$ cat src/rtl/ws2812_pkg.sv
// Shared types, widths and timing helpers for the WS2812 frame sequencer.
package ws2812_pkg;

   localparam int unsigned GRB_W = 24;

   typedef enum logic [2:0] {
      IDLE,
      FETCH,
      WAIT_MEM,
      SEND,
      DRAIN,
      LATCH
   } state_t;

   function automatic int unsigned latch_cycles(input int unsigned clk_hz,
                                                input int unsigned latch_us);
      return (clk_hz / 1000000) * latch_us;
   endfunction

   function automatic int unsigned frame_cycles(input int unsigned clk_hz,
                                                input int unsigned frame_hz);
      return clk_hz / frame_hz;
   endfunction

   // Counter width for a modulus, never below one bit.
   function automatic int unsigned cnt_width(input int unsigned n);
      return (n > 1) ? $clog2(n) : 1;
   endfunction

endpackage

$ cat src/rtl/ws2812_frame_timer.sv
// Free-running wrap counter; tick pulses for one cycle on every wrap.
module ws2812_frame_timer
   import ws2812_pkg::*;
#(
   parameter int unsigned PERIOD = 200000
) (
   input  logic CLK,
   input  logic RST,
   output logic tick
);

   localparam int unsigned CNT_W = cnt_width(PERIOD);

   logic [CNT_W-1:0] cnt;

   always_ff @(posedge CLK) begin
      if (RST) begin
         cnt  <= '0;
         tick <= 1'b0;
      end else if (cnt == CNT_W'(PERIOD - 1)) begin
         cnt  <= '0;
         tick <= 1'b1;
      end else begin
         cnt  <= cnt + 1'b1;
         tick <= 1'b0;
      end
   end

endmodule

$ cat src/rtl/ws2812_frame_ctrl.sv
// Frame sequencer: walks the pixel buffer, feeds the serializer, then holds
// the latch gap. Frames start on a host pulse or the refresh timer.
module ws2812_frame_ctrl
   import ws2812_pkg::*;
#(
   parameter int unsigned NUM_LEDS = 8,
   parameter int unsigned CLK_HZ   = 12000000,
   parameter int unsigned LATCH_US = 80,
   parameter int unsigned FRAME_HZ = 60,
   parameter int unsigned ADDR_W   = (NUM_LEDS > 1) ? $clog2(NUM_LEDS) : 1
) (
   input  logic              CLK,
   input  logic              RST,
   input  logic              start,
   input  logic              auto_en,
   output logic              mem_rd,
   output logic [ADDR_W-1:0] mem_addr,
   input  logic [GRB_W-1:0]  mem_data,
   output logic [GRB_W-1:0]  px_data,
   output logic              px_valid,
   input  logic              px_ready,
   input  logic              ser_busy,
   output logic              busy,
   output logic              frame_done
);

   localparam int unsigned LATCH_CYC = latch_cycles(CLK_HZ, LATCH_US);
   localparam int unsigned FRAME_CYC = frame_cycles(CLK_HZ, FRAME_HZ);
   localparam int unsigned LATCH_W   = cnt_width(LATCH_CYC);
   localparam logic [ADDR_W-1:0] LAST_IDX = ADDR_W'(NUM_LEDS - 1);

   state_t             state;
   logic [ADDR_W-1:0]  idx;
   logic [LATCH_W-1:0] latch_cnt;
   logic               pending;
   logic               frame_tick;
   logic               trigger;

   ws2812_frame_timer #(.PERIOD(FRAME_CYC)) u_timer (
      .CLK  (CLK),
      .RST  (RST),
      .tick (frame_tick)
   );

   // A start and a timer tick in the same cycle collapse into one trigger.
   assign trigger = start | (frame_tick & auto_en);

   always_ff @(posedge CLK) begin
      if (RST) begin
         state      <= IDLE;
         idx        <= '0;
         latch_cnt  <= '0;
         pending    <= 1'b0;
         mem_rd     <= 1'b0;
         mem_addr   <= '0;
         px_data    <= '0;
         px_valid   <= 1'b0;
         busy       <= 1'b0;
         frame_done <= 1'b0;
      end else begin
         frame_done <= 1'b0;
         mem_rd     <= 1'b0;
         if (trigger && state != IDLE) pending <= 1'b1;

         case (state)
            IDLE: begin
               if (trigger) begin
                  state    <= FETCH;
                  idx      <= '0;
                  mem_addr <= '0;
                  mem_rd   <= 1'b1;
                  busy     <= 1'b1;
                  pending  <= 1'b0;
               end
            end
            FETCH: state <= WAIT_MEM;
            WAIT_MEM: begin
               px_data  <= mem_data;
               px_valid <= 1'b1;
               state    <= SEND;
            end
            SEND: begin
               if (px_ready) begin
                  px_valid <= 1'b0;
                  if (idx == LAST_IDX) begin
                     state <= DRAIN;
                  end else begin
                     idx      <= idx + 1'b1;
                     mem_addr <= idx + 1'b1;
                     mem_rd   <= 1'b1;
                     state    <= FETCH;
                  end
               end
            end
            DRAIN: begin
               if (!ser_busy) begin
                  latch_cnt <= '0;
                  state     <= LATCH;
               end
            end
            LATCH: begin
               if (latch_cnt == LATCH_W'(LATCH_CYC - 1)) begin
                  frame_done <= 1'b1;
                  // A trigger landing on the final count is folded into pending.
                  if (pending || trigger) begin
                     state    <= FETCH;
                     idx      <= '0;
                     mem_addr <= '0;
                     mem_rd   <= 1'b1;
                     pending  <= 1'b0;
                  end else begin
                     state <= IDLE;
                     busy  <= 1'b0;
                  end
               end else begin
                  latch_cnt <= latch_cnt + 1'b1;
               end
            end
            default: state <= IDLE;
         endcase
      end
   end

endmodule

$ cat config.mk
export PLATFORM = sky130hd
export DESIGN_NAME = ws2812_frame_ctrl
export DESIGN_NICKNAME = d
export VERILOG_FILES = /design/src/rtl/ws2812_pkg.sv /design/src/rtl/ws2812_frame_timer.sv /design/src/rtl/ws2812_frame_ctrl.sv
export SDC_FILE = /design/constraint.sdc
export NUM_CORES = 1
export LEC_CHECK = 0
export BUFFER_PORTS_ARGS = -buffer_cell sky130_fd_sc_hd__buf_2
export CELL_PAD_IN_SITES_DETAIL_PLACEMENT = 1
export CELL_PAD_IN_SITES_GLOBAL_PLACEMENT = 2
export CORE_MARGIN = 4
export CORE_UTILIZATION = 25
export DETAILED_ROUTE_END_ITERATION = 6
export HOLD_SLACK_MARGIN = 0.12
export PLACE_DENSITY_LB_ADDON = 0.1
export SLEW_MARGIN = 20
export SYNTH_ARGS = -nofsm -noshare
export SYNTH_HDL_FRONTEND = slang
export SYNTH_SLANG_ARGS = --single-unit
$ cat constraint.sdc
create_clock -name CLK -period 4.1 [get_ports CLK]
set_input_delay 0.41 -clock CLK [delete_from_list [all_inputs] [get_ports CLK]]
set_output_delay 0.41 -clock CLK [all_outputs]
set_load 0.02 [all_outputs]
==> Implementation_results.wiki <==
{| class="wikitable"
! Metric !! Value
|-
| Result of the run || complete, no violations
|-
| Most used cell along the critical path || nand2_1
|-
| CP Cell Sequence || nor2b_1 -> nand2_1 -> nand2_1 -> a21oi_1
|-
| Fraction of registers with async set or reset after synthesis || 0
|-
| Num CTS Buffers || 9
|-
| Half-perimeter wire length after placement || 5490 microns
|-
| Average footprint of a synthesized cell || between 8 and 9 sq um
|-
| Number of synthesized flops with an enable pin || 0
|-
| Number of register bits inferred by synthesis || 64
|-
| Post_cts resized || 0
|-
| Hold-fix buffers at CTS || 0
|-
| Number of remaining DRC errors || 0
|-
| Met3 WL post-DR || about 280 microns
|-
| Global-route wire length before repair || roughly 13000 microns
|-
| Synthesized net count || about 370
|-
| Clock sink count || between 60 and 70
|-
| Average via count per standard cell || 4.70
|-
| WL per Instance || 14.2 microns
|-
| Worst rel slew slack || 0.413
|-
| Post-synthesis sequential area ratio || 0.459
|-
| Buffers added on ports || 60
|-
| Startpoint types || flop
|-
| Total setup violations reported at the end of the flow || 0
|-
| Data arrival time of the worst path || 2.13 ns
|-
| Top-level I/O count || 61
|-
| Antenna violations before repair || 0
|-
| Worst skew pair latency || about 0.34 ns
|-
| Leakage power summed over all cells || between 1 and 1.5 nW
|-
| Clock Tree Root || clkbuf_8
|-
| Clock tree from TritonCTS || built
|-
| DR top layer || met4
|-
| WHS || about 0.30 ns
|-
| Antenna diode count || 0
|-
| Max stage delay on crit path || 0.58 ns
|-
| Total power divided by cell area || between 400 and 500 nW/um^2
|-
| Max-slew violation total from the final report || 0
|-
| Routability Congestion || 0.703
|-
| Element type at the critical path end || flop
|-
| Shortest clock period the worst path allows after layout || 1.94 ns
|-
| Peak supply drop || around 0.18 mV
|-
| Max Clock Freq || approximately 520 MHz
|-
| Max-cap violations || 0
|-
| Placement row count || 38
|-
| Largest net degree at the start of global routing || 37
|-
| Unrepaired setup endpoints after global routing || no
|-
| Type of the most critical hold path || primary input to flop
|-
| Initial core utilization || 0.256
|-
| Share of layout cells above drive strength 1 || 0.207
|-
| Slowest cell on the critical path || nand2_1
|-
| Die W || approximately 110 microns
|-
| Core Footprint || ~11000 sq um
|-
| Hold Fails Final Rpt || 0
|-
| Number of nets with antenna violations after routing || 0
|-
| Via count of the first global-routing pass || approximately 2600
|-
| Total Neg Setup Slack || 0 ns
|-
| Final #Nets || between 400 and 500
|-
| Max FO, Critical Path || 24
|-
| Sequential cell area || approximately 1300 sq um
|-
| Detailed-route via count || roughly 2500
|-
| Number of warnings reported in the yosys synthesis log || 0
|-
| Data required time of the critical path || ~4.3 ns
|-
| First-iteration detailed-routing DRC count || slightly below 80
|-
| Cells after Synth || 338
|-
| H-tree level count || 3
|-
| Synth-to-Final Area Change || 23.1%
|-
| Die area || 12900 sq um
|-
| Share of the cycle needed by the critical path after routing || 0.472
|-
| Filler cell count || ~1300
|-
| Top flip-flop cell by instance count after synthesis || dfxtp_1
|-
| CTS clk-pin slew, worst paths || 0.08 ns
|-
| Height of the chip || approximately 110 microns
|-
| Post-CTS setup repair buffer count || 0
|-
| Total routed wirelength || ~7700 microns
|-
| Slew @ Worst Pin || ~0.88 ns
|-
| Multi-input combinational cell area || 1400 sq um
|-
| Met2 Wirelength || around 3800 microns
|-
| Detailed-route wire length on metal 1 || 3550 microns
|-
| Grt total ovfl || 0
|-
| Number of buffers on the longest clock path || 2
|-
| Number of distinct library cell variants in the gate-level netlist after synthesis || between 40 and 50
|-
| Netlist Area Pre-Place || roughly 2800 sq um
|-
| Worst-case clock skew || approximately 0.010 ns
|-
| Total global-route track usage || 0.126
|-
| First-pass DRT Iterations || 4
|-
| Setup Crit Path Kind || flop to flop
|}
## critical path, delay by kind of cell, from the launching register on
| family | cells | cell delay, ns |
|---|---|---|
| AND/OR/NAND/NOR | 3 | 1.17 |
| AO/OA/AOI/OAI | 1 | 0.08 |
| flip-flops | 1 | 0.54 |
## through the flow
step | utilization | power, W | setup WS, ns | area [sq um] | std cells
2_1_floorplan | - | 0.000765 | 2.52 | 2790 | 338
3_3_place_gp | 0.294 | 0.000816 | 2.09 | 3200 | 525
3_5_place_dp | 0.294 | 0.000818 | 2.04 | 3200 | 525
4_1_cts | 0.315 | 0.00146 | 2.13 | 3430 | 541
5_1_grt | 0.315 | 0.00150 | 1.89 | 3430 | 541
6_report | 0.315 | 0.00142 | 2.16 | 3430 | 541
## worst paths after layout
check                             startpoint     endpoint  slack (ns)  cells after the start
worst max-delay path                state[1]   px_data[2]        2.16                      4
worst min register to register    px_data[4]   px_data[4]        0.46                      2
worst min-delay path            mem_data[12]  px_data[12]        0.30                      3
worst max register to register      state[1]   px_data[2]        2.16                      4
## flip-flops by register name, indices dropped and copies added (netlist names)
register and cells:
px_valid 1, busy 1, u_timer.tick 1, latch_cnt 10, pending 1, frame_done 1, state 3, u_timer.cnt 18
px_data 24, idx 3, mem_rd 1
## cell type report
type / count / area share
clock buffers: 9 / 0.0361
clock inverters: 7 / 0.0295
inverters: 15 / 0.0164
multi-input cells: 246 / 0.406
flip-flops and latches: 64 / 0.373
well taps: 140 / 0.0510
repair buffers: 60 / 0.0875
## report_power, final
| group | switching (W) | internal (W) | total (W) |
|---|---|---|---|
| Clock | 0.000272 | 0.000349 | 0.000621 |
| Combinational | 0.0000880 | 0.0000478 | 0.000136 |
| Sequential | 0.0000192 | 0.000646 | 0.000665 |
| Total | 0.000380 | 0.00104 | 0.00142 |
## cells by family (layout without fill, tap and decap cells)
family / Yosys count / after routing / synth area share
AOI/OAI and AO/OA: 70 / 70 / 0.163
xor gates and xnor gates: 15 / 15 / 0.0471
adders and majority gates: 4 / 4 / 0.0179
buffers and inverters: 28 / 91 / 0.0431
DFF: 64 / 64 / 0.459
muxes: 1 / 1 / 0.00359
and+or+nand+nor: 156 / 156 / 0.266
## cells in the final DEF, fill, tap and decap left out, types with 2 or more instances in the layout
| cell | n |
|---|---|
| inv_1 | 15 |
| clkbuf_8 | 9 |
| o32ai_1 | 3 |
| ha_1 | 4 |
| nor2_1 | 29 |
| a21o_1 | 4 |
| or3_1 | 2 |
| and2_1 | 2 |
| nand2b_1 | 5 |
| and3_1 | 5 |
| nor4_1 | 6 |
| nand4_1 | 9 |
| a211o_1 | 4 |
| a21oi_1 | 35 |
| xor2_1 | 5 |
| o21ai_0 | 7 |
| xnor2_1 | 10 |
| a31oi_1 | 2 |
| buf_2 | 60 |
| nand2_1 | 63 |
| bufinv_16 | 2 |
| nand3_1 | 12 |
| inv_6 | 3 |
| dfxtp_1 | 64 |
| o211a_1 | 2 |
| nor3_1 | 11 |
| nor2b_1 | 2 |
| clkinvlp_4 | 2 |
## cells in the mapped netlist (4+ instances only)
| library cell | count | area (sq um) |
|---|---|---|
| dfxtp_1 | 64 | 1280 |
| xor2_1 | 5 | 43.8 |
| a21oi_1 | 35 | 175 |
| buf_2 | 6 | 30.0 |
| ha_1 | 4 | 50.1 |
| nor3_1 | 11 | 55.1 |
| nand4_1 | 9 | 56.3 |
| a21o_1 | 4 | 30.0 |
| xnor2_1 | 10 | 87.6 |
| nor4_1 | 6 | 37.5 |
| and3_1 | 5 | 31.3 |
| clkbuf_1 | 6 | 22.5 |
| nand3_1 | 12 | 60.1 |
| nor2_1 | 30 | 113 |
| a211o_1 | 4 | 35.0 |
| o21ai_0 | 7 | 35.0 |
| nand2_1 | 63 | 236 |
| nand2b_1 | 5 | 31.3 |
| inv_1 | 15 | 56.3 |
## routing by layer
metal | global-route usage | vias to the layer above
met5 | 0 | -
met4 | 0.0288 | 0
met3 | 0.0414 | 7
met2 | 0.205 | 31
met1 | 0.161 | 1209
li1 | - | 1293
(Power assumes the default switching activity.)
